**src/rtl/feature_map_pkg.sv**
```systemverilog
// Shared types and helpers for the feature-map browser and the conv engine write side.
// Holds the FSM state enum, cursor struct, width helper and flat address function.
package feature_map_pkg;

  // Wide enough for any practical map dimension. Callers slice down to their own widths.
  localparam int unsigned IDX_W = 16;

  typedef enum logic [1:0] {
    IDLE,
    FETCH,
    WAIT
  } state_t;

  typedef enum logic [2:0] {
    OP_NONE,
    OP_NEXT,
    OP_PREV,
    OP_CH_NEXT,
    OP_CH_PREV
  } move_op_t;

  typedef struct packed {
    logic [IDX_W-1:0] ch;
    logic [IDX_W-1:0] row;
    logic [IDX_W-1:0] col;
  } cursor_t;

  function automatic int unsigned clog2_min1(input int unsigned n);
    return (n <= 1) ? 1 : $clog2(n);
  endfunction

  function automatic int unsigned flat_addr(input cursor_t c, input int unsigned height,
                                            input int unsigned width);
    return 32'(c.ch) * height * width + 32'(c.row) * width + 32'(c.col);
  endfunction

endpackage

```
**src/rtl/feature_map_browser_mixed_radix_counter.sv**
```systemverilog
// Combinational (ch,row,col) stepper: col-fastest carry/borrow and channel moves.
// End-of-map moves saturate, or wrap when FEATURE_MAP_BROWSER_WRAP_EN is defined.
module mixed_radix_counter
  import feature_map_pkg::*;
#(
  parameter int unsigned CHANNELS = 4,
  parameter int unsigned HEIGHT   = 4,
  parameter int unsigned WIDTH    = 4
) (
  input  cursor_t  cur,
  input  move_op_t op,
  output cursor_t  nxt,
  output logic     moved
);

`ifdef FEATURE_MAP_BROWSER_WRAP_EN
  localparam bit WRAP = 1'b1;
`else
  localparam bit WRAP = 1'b0;
`endif

  localparam logic [IDX_W-1:0] LAST_CH  = IDX_W'(CHANNELS - 1);
  localparam logic [IDX_W-1:0] LAST_ROW = IDX_W'(HEIGHT - 1);
  localparam logic [IDX_W-1:0] LAST_COL = IDX_W'(WIDTH - 1);

  logic at_first;
  logic at_last;

  assign at_first = (cur.ch == '0) && (cur.row == '0) && (cur.col == '0);
  assign at_last  = (cur.ch == LAST_CH) && (cur.row == LAST_ROW) && (cur.col == LAST_COL);

  always_comb begin
    // NOTE: every output gets a default before the case so no path leaves a latch.
    nxt   = cur;
    moved = 1'b0;
    case (op)
      OP_NEXT: begin
        if (!at_last) begin
          moved = 1'b1;
          if (cur.col != LAST_COL) begin
            nxt.col = cur.col + 1'b1;
          end else begin
            nxt.col = '0;
            if (cur.row != LAST_ROW) begin
              nxt.row = cur.row + 1'b1;
            end else begin
              nxt.row = '0;
              nxt.ch  = cur.ch + 1'b1;
            end
          end
        end else if (WRAP) begin
          nxt   = '0;
          moved = 1'b1;
        end
      end
      OP_PREV: begin
        if (!at_first) begin
          moved = 1'b1;
          if (cur.col != '0) begin
            nxt.col = cur.col - 1'b1;
          end else begin
            nxt.col = LAST_COL;
            if (cur.row != '0) begin
              nxt.row = cur.row - 1'b1;
            end else begin
              nxt.row = LAST_ROW;
              nxt.ch  = cur.ch - 1'b1;
            end
          end
        end else if (WRAP) begin
          nxt.ch  = LAST_CH;
          nxt.row = LAST_ROW;
          nxt.col = LAST_COL;
          moved   = 1'b1;
        end
      end
      OP_CH_NEXT: begin
        if (cur.ch != LAST_CH) begin
          nxt.ch = cur.ch + 1'b1;
          moved  = 1'b1;
        end else if (WRAP) begin
          nxt.ch = '0;
          moved  = 1'b1;
        end
      end
      OP_CH_PREV: begin
        if (cur.ch != '0) begin
          nxt.ch = cur.ch - 1'b1;
          moved  = 1'b1;
        end else if (WRAP) begin
          nxt.ch = LAST_CH;
          moved  = 1'b1;
        end
      end
      default: begin
        nxt   = cur;
        moved = 1'b0;
      end
    endcase
  end

endmodule

```
**src/rtl/feature_map_browser.sv**
```systemverilog
// Feature-map cursor navigator: steps (ch,row,col), fetches each new element from RAM
// and latches it for display. Define FEATURE_MAP_BROWSER_WRAP_EN for wrapping moves.
module feature_map_browser
  import feature_map_pkg::*;
#(
  parameter  int unsigned CHANNELS    = 4,
  parameter  int unsigned HEIGHT      = 4,
  parameter  int unsigned WIDTH       = 4,
  parameter  int unsigned DATA_W      = 8,
  parameter  int unsigned RD_LAT      = 1,
  parameter  int unsigned AUTO_PERIOD = 60000000,
  localparam int unsigned ADDR_W      = clog2_min1(CHANNELS * HEIGHT * WIDTH),
  localparam int unsigned CH_W        = clog2_min1(CHANNELS),
  localparam int unsigned ROW_W       = clog2_min1(HEIGHT),
  localparam int unsigned COL_W       = clog2_min1(WIDTH)
) (
  input  logic              clk,
  input  logic              rst,
  input  logic              step_next,
  input  logic              step_prev,
  input  logic              chan_next,
  input  logic              chan_prev,
  input  logic              auto_en,
  output logic              rd_en,
  output logic [ADDR_W-1:0] rd_addr,
  input  logic [DATA_W-1:0] rd_data,
  output logic [CH_W-1:0]   ch_idx,
  output logic [ROW_W-1:0]  row_idx,
  output logic [COL_W-1:0]  col_idx,
  output logic [DATA_W-1:0] disp_data,
  output logic              disp_valid,
  output logic              busy
);

  localparam int unsigned TMR_W  = clog2_min1(AUTO_PERIOD);
  localparam int unsigned WAIT_W = clog2_min1(RD_LAT);

  state_t            state;
  logic [TMR_W-1:0]  timer;
  logic [WAIT_W-1:0] wait_cnt;

  cursor_t  cur;
  cursor_t  nxt;
  move_op_t op;
  logic     moved;
  logic     manual_req;
  logic     auto_tick;

  assign cur = '{ch: IDX_W'(ch_idx), row: IDX_W'(row_idx), col: IDX_W'(col_idx)};

  assign manual_req = step_next | step_prev | chan_next | chan_prev;
  assign auto_tick  = auto_en && (timer == TMR_W'(AUTO_PERIOD - 1));

  // A single channel request outranks any step request; conflicting pairs cancel.
  always_comb begin
    op = OP_NONE;
    if (chan_next ^ chan_prev) begin
      op = chan_next ? OP_CH_NEXT : OP_CH_PREV;
    end else if (step_next ^ step_prev) begin
      op = step_next ? OP_NEXT : OP_PREV;
    end else if (auto_tick && !manual_req) begin
      op = OP_NEXT;
    end
  end

  mixed_radix_counter #(
    .CHANNELS (CHANNELS),
    .HEIGHT   (HEIGHT),
    .WIDTH    (WIDTH)
  ) u_counter (
    .cur   (cur),
    .op    (op),
    .nxt   (nxt),
    .moved (moved)
  );

  always_ff @(posedge clk) begin
    if (rst) begin
      state      <= FETCH;
      ch_idx     <= '0;
      row_idx    <= '0;
      col_idx    <= '0;
      rd_addr    <= '0;
      rd_en      <= 1'b0;
      disp_data  <= '0;
      disp_valid <= 1'b0;
      busy       <= 1'b0;
      timer      <= '0;
      wait_cnt   <= '0;
    end else begin
      // NOTE: all state updates use non-blocking assignments so the case below sees
      // this cycle's values regardless of statement order.
      if (!auto_en || (state == IDLE && (manual_req || auto_tick))) begin
        timer <= '0;
      end else if (state == IDLE) begin
        timer <= timer + 1'b1;
      end

      case (state)
        IDLE: begin
          if (moved) begin
            ch_idx     <= nxt.ch[CH_W-1:0];
            row_idx    <= nxt.row[ROW_W-1:0];
            col_idx    <= nxt.col[COL_W-1:0];
            rd_addr    <= ADDR_W'(flat_addr(nxt, HEIGHT, WIDTH));
            disp_valid <= 1'b0;
            rd_en      <= 1'b1;
            busy       <= 1'b1;
            state      <= FETCH;
          end
        end
        FETCH: begin
          // Entered from a move the strobe is already up; entered from reset it rises here.
          busy <= 1'b1;
          if (rd_en) begin
            rd_en    <= 1'b0;
            wait_cnt <= '0;
            state    <= WAIT;
          end else begin
            rd_en <= 1'b1;
          end
        end
        WAIT: begin
          if (wait_cnt == WAIT_W'(RD_LAT - 1)) begin
            disp_data  <= rd_data;
            disp_valid <= 1'b1;
            busy       <= 1'b0;
            state      <= IDLE;
          end else begin
            wait_cnt <= wait_cnt + 1'b1;
          end
        end
        default: begin
          rd_en <= 1'b0;
          state <= FETCH;
        end
      endcase
    end
  end

endmodule

```
**config.mk**
```make
export PLATFORM = sky130hd
export DESIGN_NAME = feature_map_browser
export DESIGN_NICKNAME = d
export VERILOG_FILES = /design/src/rtl/feature_map_pkg.sv /design/src/rtl/feature_map_browser_mixed_radix_counter.sv /design/src/rtl/feature_map_browser.sv
export SDC_FILE = /design/constraint.sdc
export NUM_CORES = 1
export LEC_CHECK = 0
export BUFFER_PORTS_ARGS = -buffer_cell sky130_fd_sc_hd__buf_2
export CAP_MARGIN = 20
export CORE_UTILIZATION = 58
export DETAILED_ROUTE_END_ITERATION = 16
export HOLD_SLACK_MARGIN = 0.05
export PLACE_DENSITY = 0.8
export SLEW_MARGIN = 5
export SYNTH_ARGS = -nofsm -noshare
export SYNTH_HDL_FRONTEND = slang
export SYNTH_SLANG_ARGS = --single-unit
```
**constraint.sdc**
```tcl
create_clock -name clk -period 6 [get_ports clk]
set_input_delay 0.9 -clock clk [delete_from_list [all_inputs] [get_ports clk]]
set_output_delay 0.9 -clock clk [all_outputs]
set_load 0.02 [all_outputs]
```
==> key figures, run 1 <==
STA
  – Final clock period utilization by the worst path: 0.775
  – PnR worst setup slack: 1.35 ns
  – Clock period minus worst slack: 4.65 ns
  – Tightest slew margin relative to the limit: 0.591
  – Max frequency: 0.215 GHz
  – Setup repair after global routing missed its margin: false
  – Final hold vios: 0
  – Number of setup violations in the final report: 0
  – Transition time at the pin with the least slew margin: 0.606 ns
  – Worst-case clock skew: 0.00733 ns
  – Sum of negative setup slack: 0 ns
  – Count of final max-slew check failures: 0

Placement
  – Gp weighted congestion: 0.881
  – Quantity of I/O buffers inserted on ports: 37
  – Post-placement worst setup slack: 1.04 ns
  – Total cell area at the placement stage: 0.00322 mm^2
  – Post-DP HPWL: 4580 um

CTS
  – Clk buf depth: 2
  – Deepest level of the CTS H-tree: 2
  – Clock tree from TritonCTS: built
  – Number of buffers inserted by hold repair at cts: 0
  – Reg clk slew, reported paths: 0.08 ns
  – Clock insertion delay at the later pin of the skew report: 0.30 ns
  – Clock buffer count from CTS: 5
  – Clock sink count: 49
  – Resize count post-CTS: 0
  – Root Buffer: sky130_fd_sc_hd__clkbuf_8
  – Buffers inserted during post-CTS setup optimization: 0

GRT
  – Grt ovf: 0
  – Largest net degree at the start of global routing: 22
  – Overall global routing resource usage: 0.239
  – Initial antenna violation count: 0
  – Via count of the first global-routing pass: 2264
  – Global-route wire length before repair: 10200 um

Drt
  – Pre-Repair DR Iteration Count: 4
  – Drt first-iter violations: 171
  – ANT nets after route: 0
  – Mean routed wirelength per cell: 13.3 um
  – DRC: 0
  – Vias: 2533
  – Sum of routed wire length over all layers: 5980 um
  – Average vias per placed instance: 5.63

Floorplanning
  – Top-Level Pins: 38
  – Core area: 0.00485 mm^2
  – Chip height: 73.8 um
  – Standard-cell rows: 25
  – Die Span X: 73.8 um
  – Initial core utilization: 0.617
  – Die area: 0.00545 mm^2

Pwr
  – Sequential Power Share: 0.466
  – Internal Pwr Total: 0.000518 W
  – Power dissipated by switching net loads: 0.000262 W
  – Gate power share: 0.292
  – Clock share of power: 0.242
  – Leak Pwr: 1.33 nW
  – Switching part of the total power: 0.336
  – Total power per unit cell area: 236 mW/mm^2
  – Maximum VDD drop: 0.185 mV

Yosys
  – Top cell type by total area after synthesis: sky130_fd_sc_hd__dfxtp_1
  – Most area-consuming cells after synthesis: sky130_fd_sc_hd__dfxtp_1 33%, sky130_fd_sc_hd__ha_1 9.6%, sky130_fd_sc_hd__nor2_1 7.2%
  – Share of synthesized area spent on multiplexers: 0.0682
  – Share of the synthesized netlist area taken by xor and xnor gates: 0.0732
  – Main combinational cell family by area after synthesis: simple AND/OR/NAND/NOR gates
  – Cell area after synthesis: 0.00299 mm^2
  – Async S/R FF share, synth: 0
  – Number of synthesized flops with an enable pin: 0
  – Number of register bits inferred by synthesis: 49
  – Post-Syn Nets: 386
  – Compound-cell area share of the yosys netlist: 0.118
  – Portion of synthesized cell area occupied by the leading cell type: 0.328
  – Arithmetic-cell share of the synthesized area counting full adders, half adders and majority gates: 0.110
  – Distinct cells, synth: 57
  – Ys flop type: sky130_fd_sc_hd__dfxtp_1
  – Synthesized instance count: 346
  – Area fraction in and, or, nand and nor cells after synthesis: 0.257
  – Sequential area share after synthesis: 0.328
  – Average instance area after synthesis: 8.65 um^2
  – Warnings from Yosys: 0
  – Synth top cells by count: 57 x sky130_fd_sc_hd__nor2_1, 49 x sky130_fd_sc_hd__dfxtp_1, 24 x sky130_fd_sc_hd__inv_1
  – Most numerous cell in the Yosys netlist: sky130_fd_sc_hd__nor2_1

Layout
  – Count of fill cells added during filler insertion: 403
  – Utilization of the core after routing: 0.681
  – Fraction of final layout cells sized beyond drive strength 1: 0.167
  – Register area: 981 um^2
  – Antenna diode instance count: 0
  – Area of the multi-input gates: 0.00187 mm^2
  – Design area: 0.00330 mm^2
  – Nets: 422
  – Area grow syn2layout: 10.4%

Critical path
  – Type of the worst setup path: input port to register
  – Worst-path fanout max: 6
  – Data arrival, critical path: 4.84 ns
  – Element type at the critical path end: register
  – Data required time of the worst path: 6.19 ns
  – Type of element launching the critical path: input port

Worst hold path
  – Kind of path behind the tightest hold check: register to register

Status
  – Status: completed

Run
  – Max-cap check violation count: 0
==> cell usage in the layout (no fill, tap or decap), drive strengths merged, types with 4 or more instances in the layout <==
master,netlist,routed
a21oi,13,13
and3,7,7
buf,4,38
clkbuf,5,7
dfxtp,49,49
ha,23,23
inv,24,24
mux2i,17,17
nand2,25,25
nand3,12,12
nand3b,4,4
nand4,10,10
nor2,58,58
nor3,5,5
o21ai,8,8
or3,6,6
xnor2,10,10
xor2,15,15
==> power groups by stage <==
| stage | logic, W | clock network (W) | registers (W) |
|---|---|---|---|
| after floorplan | 0.000160 | 0 | 0.000384 |
| after global placement | 0.000221 | 0 | 0.000371 |
| after detailed placement | 0.000229 | 0 | 0.000371 |
| after CTS | 0.000230 | 0.000194 | 0.000364 |
| after global routing | 0.000254 | 0.000207 | 0.000367 |
| final | 0.000228 | 0.000189 | 0.000363 |
==> metal layers <==
metal | GRT usage | up-vias | wire length [um] | share of wire
met5 | 0 | - | 0 | 0
met4 | 0.0577 | 0 | 69 | 0.012
met3 | 0.0453 | 8 | 284 | 0.047
met2 | 0.385 | 72 | 2710 | 0.45
met1 | 0.330 | 1180 | 2920 | 0.49
li1 | - | 1273 | - | -
==> registers in the layout, summed over array words and instances, names as in the netlist <==
name,flops
rd_en,1
disp_valid,1
busy,1
disp_data,8
timer,26
rd_addr,6
row_idx,2
ch_idx,2
state,2
==> worst paths after layout <==
kind / slack [ns] / startpoint / endpoint / cells after the start
worst min-delay path: 0.50 / disp_data[0] / disp_data[0] / 2
worst min register to register: 0.50 / disp_data[0] / disp_data[0] / 2
worst max-delay path: 1.35 / step_next / rd_addr[5] / 15
worst max register to register: 1.50 / timer[18] / rd_addr[5] / 12
==> per-stage QoR <==
step / hold WS [ns] / instances / power (W)
floorplan: 0.479 / 346 / 0.000544
global placement: 0.468 / 442 / 0.000592
detailed placement: 0.481 / 442 / 0.000600
finish: 0.499 / 450 / 0.000781
CTS: 0.501 / 450 / 0.000787
global route: 0.521 / 450 / 0.000828
==> cell type report <==
cell class,count,area share
clock buffers,7,0.0231
clock inverters,1,0.00227
inverters,24,0.0273
multi-input cells,264,0.567
flip-flops and latches,49,0.297
well taps,67,0.0254
repair buffers,38,0.0583
==> critical path: stages <==
cell and delay [ns]:
sky130_fd_sc_hd__buf_2 0.11, sky130_fd_sc_hd__inv_1 0.07, sky130_fd_sc_hd__ha_1 0.14, sky130_fd_sc_hd__or3b_2 0.46, sky130_fd_sc_hd__or2_2 0.34, sky130_fd_sc_hd__nand3b_1 0.31
sky130_fd_sc_hd__nand3_1 0.23, sky130_fd_sc_hd__mux2i_1 0.09, sky130_fd_sc_hd__a221oi_1 0.45, sky130_fd_sc_hd__fa_1 0.51, sky130_fd_sc_hd__fa_1 0.45, sky130_fd_sc_hd__xor2_1 0.16
sky130_fd_sc_hd__xnor2_1 0.22, sky130_fd_sc_hd__nor2_1 0.06, sky130_fd_sc_hd__a311o_1 0.35
==> logic make-up (layout without fill, tap and decap cells) <==
family	after synthesis	after routing
XOR/XNOR	25	25
multiplexers	20	20
adder cells (fa/ha/maj)	25	25
flip-flops	49	49
AND/OR/NAND/NOR	151	151
buffers and inverters	33	70
AO/OA/AOI/OAI	43	43
Note: power is estimated with default switching activity, not from simulation.
==> inputs of run 2 (changes only) <==
Settings changed: ABC_AREA from default to 1, CORE_UTILIZATION 58 to 53, PLACE_DENSITY 0.8 to 0.77.
Clock period 6 ns to 4 ns, I/O delays scaled along.
==> run 2 against run 1 <==
Against the previous run:
- critical endpoint unchanged
- via count is 16% higher
- count of clock-buffer cells in the layout fell by 2
- sequential power up 61%
- register-to-register slack worse by 1.1 ns
- critical path type is now register to register
- final cell count up 27%
- largest cell class unchanged
- cell area rose by 7.6%
- clock skew rose by 0.0047 ns
- hold slack got worse by 0.026 ns
- die area up 14%
- non-clock buffer count up 4
- utilization is 4.8 points lower
==> key figures, run 2 <==
Status
  – Status: completed

Critical path
  – Launching element of the worst setup path: ch_idx[0]
  – Data required time of the worst path: 4.22 ns (-1.97 ns)
  – Data arrival, critical path: 3.81 ns (-1.03 ns)
  – Reg-to-reg critical path startpoint: ch_idx[0]
  – Type of the worst setup path: register to register
  – Number of cells on the worst reg-to-reg path: 21 (+9)
  – Worst-path fanout max: 8 (+2)
  – Type of element launching the critical path: register
  – End of the worst register-to-register path: rd_addr[5]
  – Element type at the critical path end: register
  – Worst setup slack for register-to-register paths: 0.41 ns (-1.09 ns)

Worst hold path
  – Kind of path behind the tightest hold check: register to register
  – Worst Hold Depth: 2 (unchanged)
  – Hold path start: rd_en
  – Hold Crit Endpoint: rd_en

Layout
  – Commonest non-fill, non-tap cell in the layout: sky130_fd_sc_hd__nand2_1
  – Flip-flop count of the largest register, all copies and words added: 26 (unchanged)
  – Area grow syn2layout: 13.2%
  – Antenna diode instance count: 0 (unchanged)
  – Regs by FF count: timer x26, disp_data x8, rd_addr x6
  – Fraction of final layout cells sized beyond drive strength 1: 0.146 (-0.0208)
  – Nets: 538 (+27%)
  – Final Non-Filler Cells: 571 (+27%)
  – Register ranked first by flip-flop count: timer
  – Commonest non-fill, non-tap cells in the layout: 99 x sky130_fd_sc_hd__nand2_1, 75 x sky130_fd_sc_hd__nor2_1, 54 x sky130_fd_sc_hd__inv_1

STA
  – Sum of negative setup slack: 0 ns (unchanged)
  – Transition time at the pin with the least slew margin: 0.628 ns (+0.0219 ns)
  – Clock period minus worst slack: 3.59 ns
  – Count of final max-slew check failures: 0 (unchanged)
  – Max frequency: 0.279 GHz
  – Number of setup violations in the final report: 0 (unchanged)
  – Setup repair after global routing missed its margin: false
  – Worst-case clock skew: 0.0121 ns (+0.00475 ns)
  – Final clock period utilization by the worst path: 0.897
  – Final hold vios: 0 (unchanged)
  – Tightest slew margin relative to the limit: 0.581 (-0.00948)
  – Worst hold slack after final layout: 0.473 ns (-0.0257 ns)

Pwr
  – Total power per unit cell area: 434 mW/mm^2 (+84%)
  – Internal Pwr Total: 0.000972 W (+87%)
  – Leak Pwr: 1.63 nW (+23%)
  – Power dissipated by switching net loads: 0.000570 W (+120%)
  – Maximum VDD drop: 0.272 mV (+47%)
  – Sequential Power Share: 0.378 (-0.088)
  – Switching part of the total power: 0.370 (+0.0339)
  – Clock share of power: 0.279 (+0.037)
  – Gate power share: 0.343 (+0.051)

Yosys
  – Synth top cells by count: 99 x sky130_fd_sc_hd__nand2_1, 75 x sky130_fd_sc_hd__nor2_1, 54 x sky130_fd_sc_hd__inv_1
  – Portion of synthesized cell area occupied by the leading cell type: 0.313 (-0.0153)
  – Post-Syn Nets: 498 (+29%)
  – Number of synthesized flops with an enable pin: 0 (unchanged)
  – Most numerous cell in the Yosys netlist: sky130_fd_sc_hd__nand2_1
  – Number of register bits inferred by synthesis: 49 (unchanged)
  – Synthesized instance count: 458 (+32%)
  – Sequential area share after synthesis: 0.313 (-0.0153)
  – Most area-consuming cells after synthesis: sky130_fd_sc_hd__dfxtp_1 31%, sky130_fd_sc_hd__nand2_1 12%, sky130_fd_sc_hd__ha_1 9.2%
  – Top cell type by total area after synthesis: sky130_fd_sc_hd__dfxtp_1
  – Ys flop type: sky130_fd_sc_hd__dfxtp_1
  – Cell area after synthesis: 0.00314 mm^2 (+4.9%)
  – Average instance area after synthesis: 6.85 um^2 (-21%)
  – Distinct cells, synth: 39 (-32%)
  – Warnings from Yosys: 0 (unchanged)
  – Async S/R FF share, synth: 0 (unchanged)

Floorplanning
  – Core area: 0.00561 mm^2 (+16%)
  – Die Span X: 78.9 um (+6.9%)
  – Chip height: 78.9 um (+6.9%)
  – Initial core utilization: 0.560 (-0.0575)
  – Top-Level Pins: 38 (unchanged)
  – Die area: 0.00623 mm^2 (+14%)
  – Standard-cell rows: 27 (+8.0%)

Drt
  – Vias: 2947 (+16%)
  – Average vias per placed instance: 5.16 (-8.3%)
  – Mean routed wirelength per cell: 12.2 um (-8.6%)
  – DRC: 0 (unchanged)
  – Sum of routed wire length over all layers: 6940 um (+16%)
  – Pre-Repair DR Iteration Count: 5 (+1)
  – ANT nets after route: 0 (unchanged)
  – Drt first-iter violations: 167 (-2.3%)

Placement
  – Post-DP HPWL: 5130 um (+12%)
  – Quantity of I/O buffers inserted on ports: 37 (unchanged)
  – Gp weighted congestion: 0.875 (-0.74%)
  – Cell total after placement: 563 (+27%)

GRT
  – Overall global routing resource usage: 0.241 (+0.00136)
  – Largest net degree at the start of global routing: 24 (+9.1%)
  – Grt ovf: 0 (unchanged)
  – Via count of the first global-routing pass: 2817 (+24%)
  – Initial antenna violation count: 0 (unchanged)
  – Global-route wire length before repair: 12000 um (+18%)

CTS
  – Reg clk slew, reported paths: 0.10 ns (+0.02 ns)
  – Clock insertion delay at the later pin of the skew report: 0.31 ns (about the same)
  – Clock buffer count from CTS: 5 (unchanged)
  – Clock tree from TritonCTS: built
  – Clock sink count: 49 (unchanged)
  – Clk buf depth: 2 (unchanged)
  – Deepest level of the CTS H-tree: 2 (unchanged)
  – Root Buffer: sky130_fd_sc_hd__clkbuf_8

Run
  – Max-cap check violation count: 0 (unchanged)
-- run 2: cell types whose count changed in the layout (fill, tap and decap cells not counted), sizes merged, moves of 15 or more --
cell	before	now
inv	24	58
mux2i	17	1
nand2	25	104
nand3	12	27
nor2	58	78
o21ai	8	29
-- run 2: stage by stage --
step	util	total power [W]	instance area (um^2)	setup slack [ns]
4_1_cts	0.632	0.00155	3550	0.406
3_3_place_gp	0.608	0.00110	3410	0.252
2_1_floorplan	-	0.000981	3140	0.213
5_1_grt	0.634	0.00164	3550	0.00887
6_report	0.634	0.00154	3550	0.410
3_5_place_dp	0.608	0.00112	3410	0.151
-- run 2: cell families after synthesis --
group / count (synthesis) / share of synthesized area
and+or+nand+nor: 242 / 0.346
buffers and inverters: 67 / 0.0845
AOI/OAI and AO/OA: 53 / 0.0901
DFF: 49 / 0.313
adders and majority gates: 25 / 0.104
xor gates and xnor gates: 20 / 0.0558
muxes: 2 / 0.00678
-- run 2: power by group through the flow --
| stage | Combinational [W] | Clock (W) | Sequential (W) |
|---|---|---|---|
| 6_report | 0.000529 | 0.000430 | 0.000583 |
| 5_1_grt | 0.000601 | 0.000450 | 0.000593 |
| 4_1_cts | 0.000530 | 0.000436 | 0.000583 |
| 3_5_place_dp | 0.000526 | 0 | 0.000594 |
| 3_3_place_gp | 0.000509 | 0 | 0.000591 |
| 2_1_floorplan | 0.000339 | 0 | 0.000642 |
-- run 2: layout make-up --
type | instances | area, um^2
Fill cell | 524 | 2050
Multi-Input combinational cell | 342 | 1900
Sequential cell | 49 | 981
Timing Repair Buffer | 42 | 223
Inverter | 58 | 223
Tap cell | 72 | 90.1
Clock buffer | 5 | 68.8
Clock inverter | 3 | 68.8
-- run 2: worst max path at each step --
stage                             to  slack (ns)  cells past startpoint
after floorplan           rd_addr[5]        0.21                     23
after global placement    rd_addr[5]        0.25                     24
after detailed placement  rd_addr[5]        0.15                     24
after CTS                 rd_addr[5]        0.41                     25
after global routing      rd_addr[5]       0.009                     25
final                     rd_addr[5]        0.41                     21
-- run 2: critical path, stage by stage, from the launching register on --
cell and delay (ns):
sky130_fd_sc_hd__dfxtp_1 0.53, sky130_fd_sc_hd__inv_1 0.14, sky130_fd_sc_hd__ha_1 0.23, sky130_fd_sc_hd__inv_1 0.12, sky130_fd_sc_hd__nand3_1 0.13, sky130_fd_sc_hd__xor2_1 0.16
sky130_fd_sc_hd__o21ai_0 0.17, sky130_fd_sc_hd__nor2_1 0.06, sky130_fd_sc_hd__o21ai_0 0.06, sky130_fd_sc_hd__o21ai_1 0.12, sky130_fd_sc_hd__fa_1 0.53, sky130_fd_sc_hd__fa_1 0.51
sky130_fd_sc_hd__xnor2_2 0.17, sky130_fd_sc_hd__inv_1 0.07, sky130_fd_sc_hd__nand4_1 0.10, sky130_fd_sc_hd__nand2_1 0.06, sky130_fd_sc_hd__nand2_1 0.05, sky130_fd_sc_hd__nand2_1 0.05
sky130_fd_sc_hd__nand2_1 0.06, sky130_fd_sc_hd__nand3_1 0.07, sky130_fd_sc_hd__nand2_1 0.06, sky130_fd_sc_hd__inv_1 0.03
-- run 2: per-layer routing --
layer  global-route usage  part of all wire  vias to the layer above
li1                     -                 -                     1540
met1                0.315              0.48                     1337
met2                0.416              0.46                       62
met3               0.0356             0.041                        8
met4               0.0582             0.015                        0
met5                    0                 0                        -
-- run 2: repair_timing --
action / in CTS / in global routing
resized for setup: 0 / 1
setup endpoints to repair: 0 / 1
setup buffers: 0 / 0
hold buffers: 0 / 0
==> inputs of run 3 (changes only) <==
Settings changed: CORE_UTILIZATION 53 to 35, PLACE_DENSITY 0.77 to default, SYNTH_HIERARCHICAL from default to 1.
Clock period 4 ns to 4.2 ns, I/O delays scaled along.
==> run 3 against run 2 <==
Against the previous run:
- via count is 20% higher
- hold slack worse by 0.0051 ns
- power is 0.16% higher
- critical endpoint unchanged
- final cell count is 40% higher
- setup slack better by 0.0073 ns
- sequential power is 1% lower
==> key figures, run 3 <==
Status
  – Status: completed

STA
  – Tightest slew margin relative to the limit: 0.656 (+0.0747)
  – Number of setup violations in the final report: 0 (unchanged)
  – Transition time at the pin with the least slew margin: 0.516 ns (-0.112 ns)
  – Final hold vios: 0 (unchanged)
  – Clock period minus worst slack: 3.78 ns
  – Sum of negative setup slack: 0 ns (unchanged)
  – Final clock period utilization by the worst path: 0.901
  – Worst hold slack after final layout: 0.468 ns (-0.00507 ns)
  – Max frequency: 0.264 GHz
  – Worst-case clock skew: 0.00486 ns (-0.00722 ns)
  – Setup repair after global routing missed its margin: false
  – Count of final max-slew check failures: 0 (unchanged)

Critical path
  – Worst-path fanout max: 7 (-1)
  – End of the worst register-to-register path: rd_addr[5]
  – Dominant delay contributor by cell family on the critical path: adder cells
  – Number of cells on the worst reg-to-reg path: 24 (+14%)
  – Type of the worst setup path: input port to register
  – Data arrival, critical path: 3.97 ns (+0.16 ns)
  – Crit path max-delay cell type: sky130_fd_sc_hd__fa_1
  – Reg-to-reg critical path startpoint: timer[0]
  – Worst path bufs/invs: 10 (+6)
  – Data required time of the worst path: 4.39 ns (+0.17 ns)
  – Element type at the critical path end: register
  – Type of element launching the critical path: input port
  – Maximum single-stage delay on the critical path: 0.49 ns (-0.04 ns)
  – Worst setup slack for register-to-register paths: 0.44 ns (+0.03 ns)
  – Dominant cell type by count on the critical path: sky130_fd_sc_hd__inv_1

Layout
  – Commonest non-fill, non-tap cell in the layout: sky130_fd_sc_hd__nor2_1
  – Area grow syn2layout: 12.7%
  – Register ranked first by flip-flop count: timer
  – Commonest non-fill, non-tap cells in the layout: 106 x sky130_fd_sc_hd__nor2_1, 104 x sky130_fd_sc_hd__nand2_1, 84 x sky130_fd_sc_hd__inv_1
  – Regs by FF count: timer x26, disp_data x8, rd_addr x6
  – Antenna diode instance count: 0 (unchanged)
  – Flip-flop count of the largest register, all copies and words added: 26 (unchanged)
  – Fraction of final layout cells sized beyond drive strength 1: 0.173 (+0.0264)
  – Nets: 694 (+29%)

Floorplanning
  – Standard-cell rows: 38 (+41%)
  – Chip height: 108 um (+37%)
  – Die area: 0.0118 mm^2 (+89%)
  – Initial core utilization: 0.363 (-0.197)
  – Top-Level Pins: 38 (unchanged)
  – Core area: 0.0109 mm^2 (+95%)
  – Die Span X: 108 um (+37%)

CTS
  – Buffers inserted during post-CTS setup optimization: 0 (unchanged)
  – Clock insertion delay at the later pin of the skew report: 0.29 ns (-0.02 ns)
  – Reg clk slew, reported paths: 0.07 ns (-0.03 ns)
  – Number of buffers inserted by hold repair at cts: 0 (unchanged)
  – Resize count post-CTS: 0 (unchanged)
  – Clock sink count: 49 (unchanged)
  – Root Buffer: sky130_fd_sc_hd__clkbuf_16
  – Clock tree from TritonCTS: built
  – Deepest level of the CTS H-tree: 2 (unchanged)
  – Clk buf depth: 2 (unchanged)
  – Clock buffer count from CTS: 5 (unchanged)

Yosys
  – Average instance area after synthesis: 6.73 um^2 (-1.8%)
  – Synthesized instance count: 590 (+29%)
  – Warnings from Yosys: 6 (+6)
  – Cell area after synthesis: 0.00397 mm^2 (+26%)

Pwr
  – Switching part of the total power: 0.387 (+0.0176)
  – Leak Pwr: 2.24 nW (+38%)
  – Clock share of power: 0.258 (-0.021)
  – Total power per unit cell area: 345 mW/mm^2 (-20%)
  – Power dissipated by switching net loads: 0.000598 W (+4.9%)
  – Internal Pwr Total: 0.000946 W (-2.6%)
  – Maximum VDD drop: 0.176 mV (-35%)
  – Gate power share: 0.370 (+0.027)
  – Sequential Power Share: 0.372 (-0.006)

GRT
  – Met1 usage in global routing: 0.195 (-0.121)
  – Global-route wire length before repair: 14000 um (+16%)
  – Overall global routing resource usage: 0.146 (-0.0947)
  – Grt ovf: 0 (unchanged)
  – Global routing met2 resource utilization: 0.245 (-0.171)
  – Largest net degree at the start of global routing: 27 (+13%)
  – Via count of the first global-routing pass: 3228 (+15%)
  – Initial antenna violation count: 0 (unchanged)
  – Met3 routing resource usage after global routing: 0.0271 (-0.00851)
  – Most congested layer reported by global routing: met2

Placement
  – Quantity of I/O buffers inserted on ports: 37 (unchanged)
  – Gp weighted congestion: 0.865 (-1.2%)
  – Post-DP HPWL: 6610 um (+29%)

Drt
  – Vias: 3535 (+20%)
  – Drt first-iter violations: 154 (-7.8%)
  – ANT nets after route: 0 (unchanged)
  – DRC: 0 (unchanged)
  – Mean routed wirelength per cell: 10.2 um (-16%)
  – Average vias per placed instance: 4.42 (-14%)
  – Pre-Repair DR Iteration Count: 5 (unchanged)
  – Sum of routed wire length over all layers: 8200 um (+18%)

Worst hold path
  – Kind of path behind the tightest hold check: register to register
  – Hold Crit Endpoint: disp_valid
  – Worst Hold Depth: 2 (unchanged)
  – Hold path start: disp_valid

Run
  – Max-cap check violation count: 0 (unchanged)
-- run 3: cell count changes in the layout (fill, tap and decap cells not counted), sizes merged, moves of 7 or more --
| cell | before | now |
|---|---|---|
| nor3 | 15 | 6 |
| a21oi | 19 | 11 |
| nand3 | 27 | 34 |
| nor2 | 78 | 132 |
| nand2 | 104 | 126 |
| conb | 0 | 55 |
| inv | 58 | 94 |
-- run 3: layout make-up --
type                            count  area, um^2
Tap cell                          140         175
Sequential cell                    49         981
Fill cell                        1179        6460
Clock inverter                      3        21.3
Timing Repair Buffer               39         200
Inverter                           93         349
Clock buffer                        5         125
Multi-Input combinational cell    471        2620
-- run 3: power by group through the flow --
stage	registers [W]	clock network, W	logic [W]
final	0.000575	0.000398	0.000572
after global routing	0.000586	0.000430	0.000654
after CTS	0.000576	0.000411	0.000572
after detailed placement	0.000586	0	0.000568
after global placement	0.000586	0	0.000555
after floorplan	0.000633	0	0.000400
-- run 3: worst reg2reg max path: stages, from the launching register on --
cell and delay, ns:
sky130_fd_sc_hd__dfxtp_1 0.41, sky130_fd_sc_hd__ha_1 0.26, sky130_fd_sc_hd__nand3_1 0.11, sky130_fd_sc_hd__nor2_1 0.12, sky130_fd_sc_hd__nand2_1 0.11, sky130_fd_sc_hd__o21bai_1 0.15, sky130_fd_sc_hd__nand2_1 0.07, sky130_fd_sc_hd__nand2_1 0.12
sky130_fd_sc_hd__inv_1 0.09, sky130_fd_sc_hd__nor2_2 0.11, sky130_fd_sc_hd__inv_2 0.07, sky130_fd_sc_hd__nor2_4 0.17, sky130_fd_sc_hd__inv_1 0.15, sky130_fd_sc_hd__nor2_1 0.12, sky130_fd_sc_hd__nand2_1 0.06, sky130_fd_sc_hd__o211ai_1 0.07
sky130_fd_sc_hd__inv_1 0.08, sky130_fd_sc_hd__fa_1 0.49, sky130_fd_sc_hd__fa_1 0.45, sky130_fd_sc_hd__xor2_1 0.21, sky130_fd_sc_hd__inv_1 0.06, sky130_fd_sc_hd__nand2_1 0.05, sky130_fd_sc_hd__nand3_1 0.06, sky130_fd_sc_hd__nand2_1 0.07
sky130_fd_sc_hd__inv_1 0.03
-- run 3: how the worst max path moves through the flow --
stage	startpoint	end	slack (ns)	depth (start not counted)
after floorplan	step_next	rd_addr[5]	0.54	26
after global placement	step_next	rd_addr[5]	0.29	26
after detailed placement	step_next	rd_addr[5]	0.11	26
after CTS	timer[0]	rd_addr[5]	0.37	24
after global routing	timer[0]	rd_addr[5]	0.002	24
final	step_next	rd_addr[5]	0.42	26
-- run 3: routing by layer --
metal	vias to the layer above	part of all wire
li1	1898	-
met1	1571	0.51
met2	60	0.44
met3	6	0.045
met4	0	0.0062
met5	-	0
-- run 3: per-stage QoR --
| stage | power [W] | instances | area (um^2) | setup WS [ns] | utilization |
|---|---|---|---|---|---|
| 2_1_floorplan | 0.00103 | 644 | 4170 | 0.543 | - |
| 3_3_place_gp | 0.00114 | 792 | 4330 | 0.288 | 0.396 |
| 3_5_place_dp | 0.00115 | 792 | 4330 | 0.106 | 0.396 |
| 4_1_cts | 0.00156 | 800 | 4470 | 0.369 | 0.409 |
| 5_1_grt | 0.00167 | 800 | 4470 | 0.00154 | 0.409 |
| 6_report | 0.00154 | 800 | 4470 | 0.418 | 0.409 |
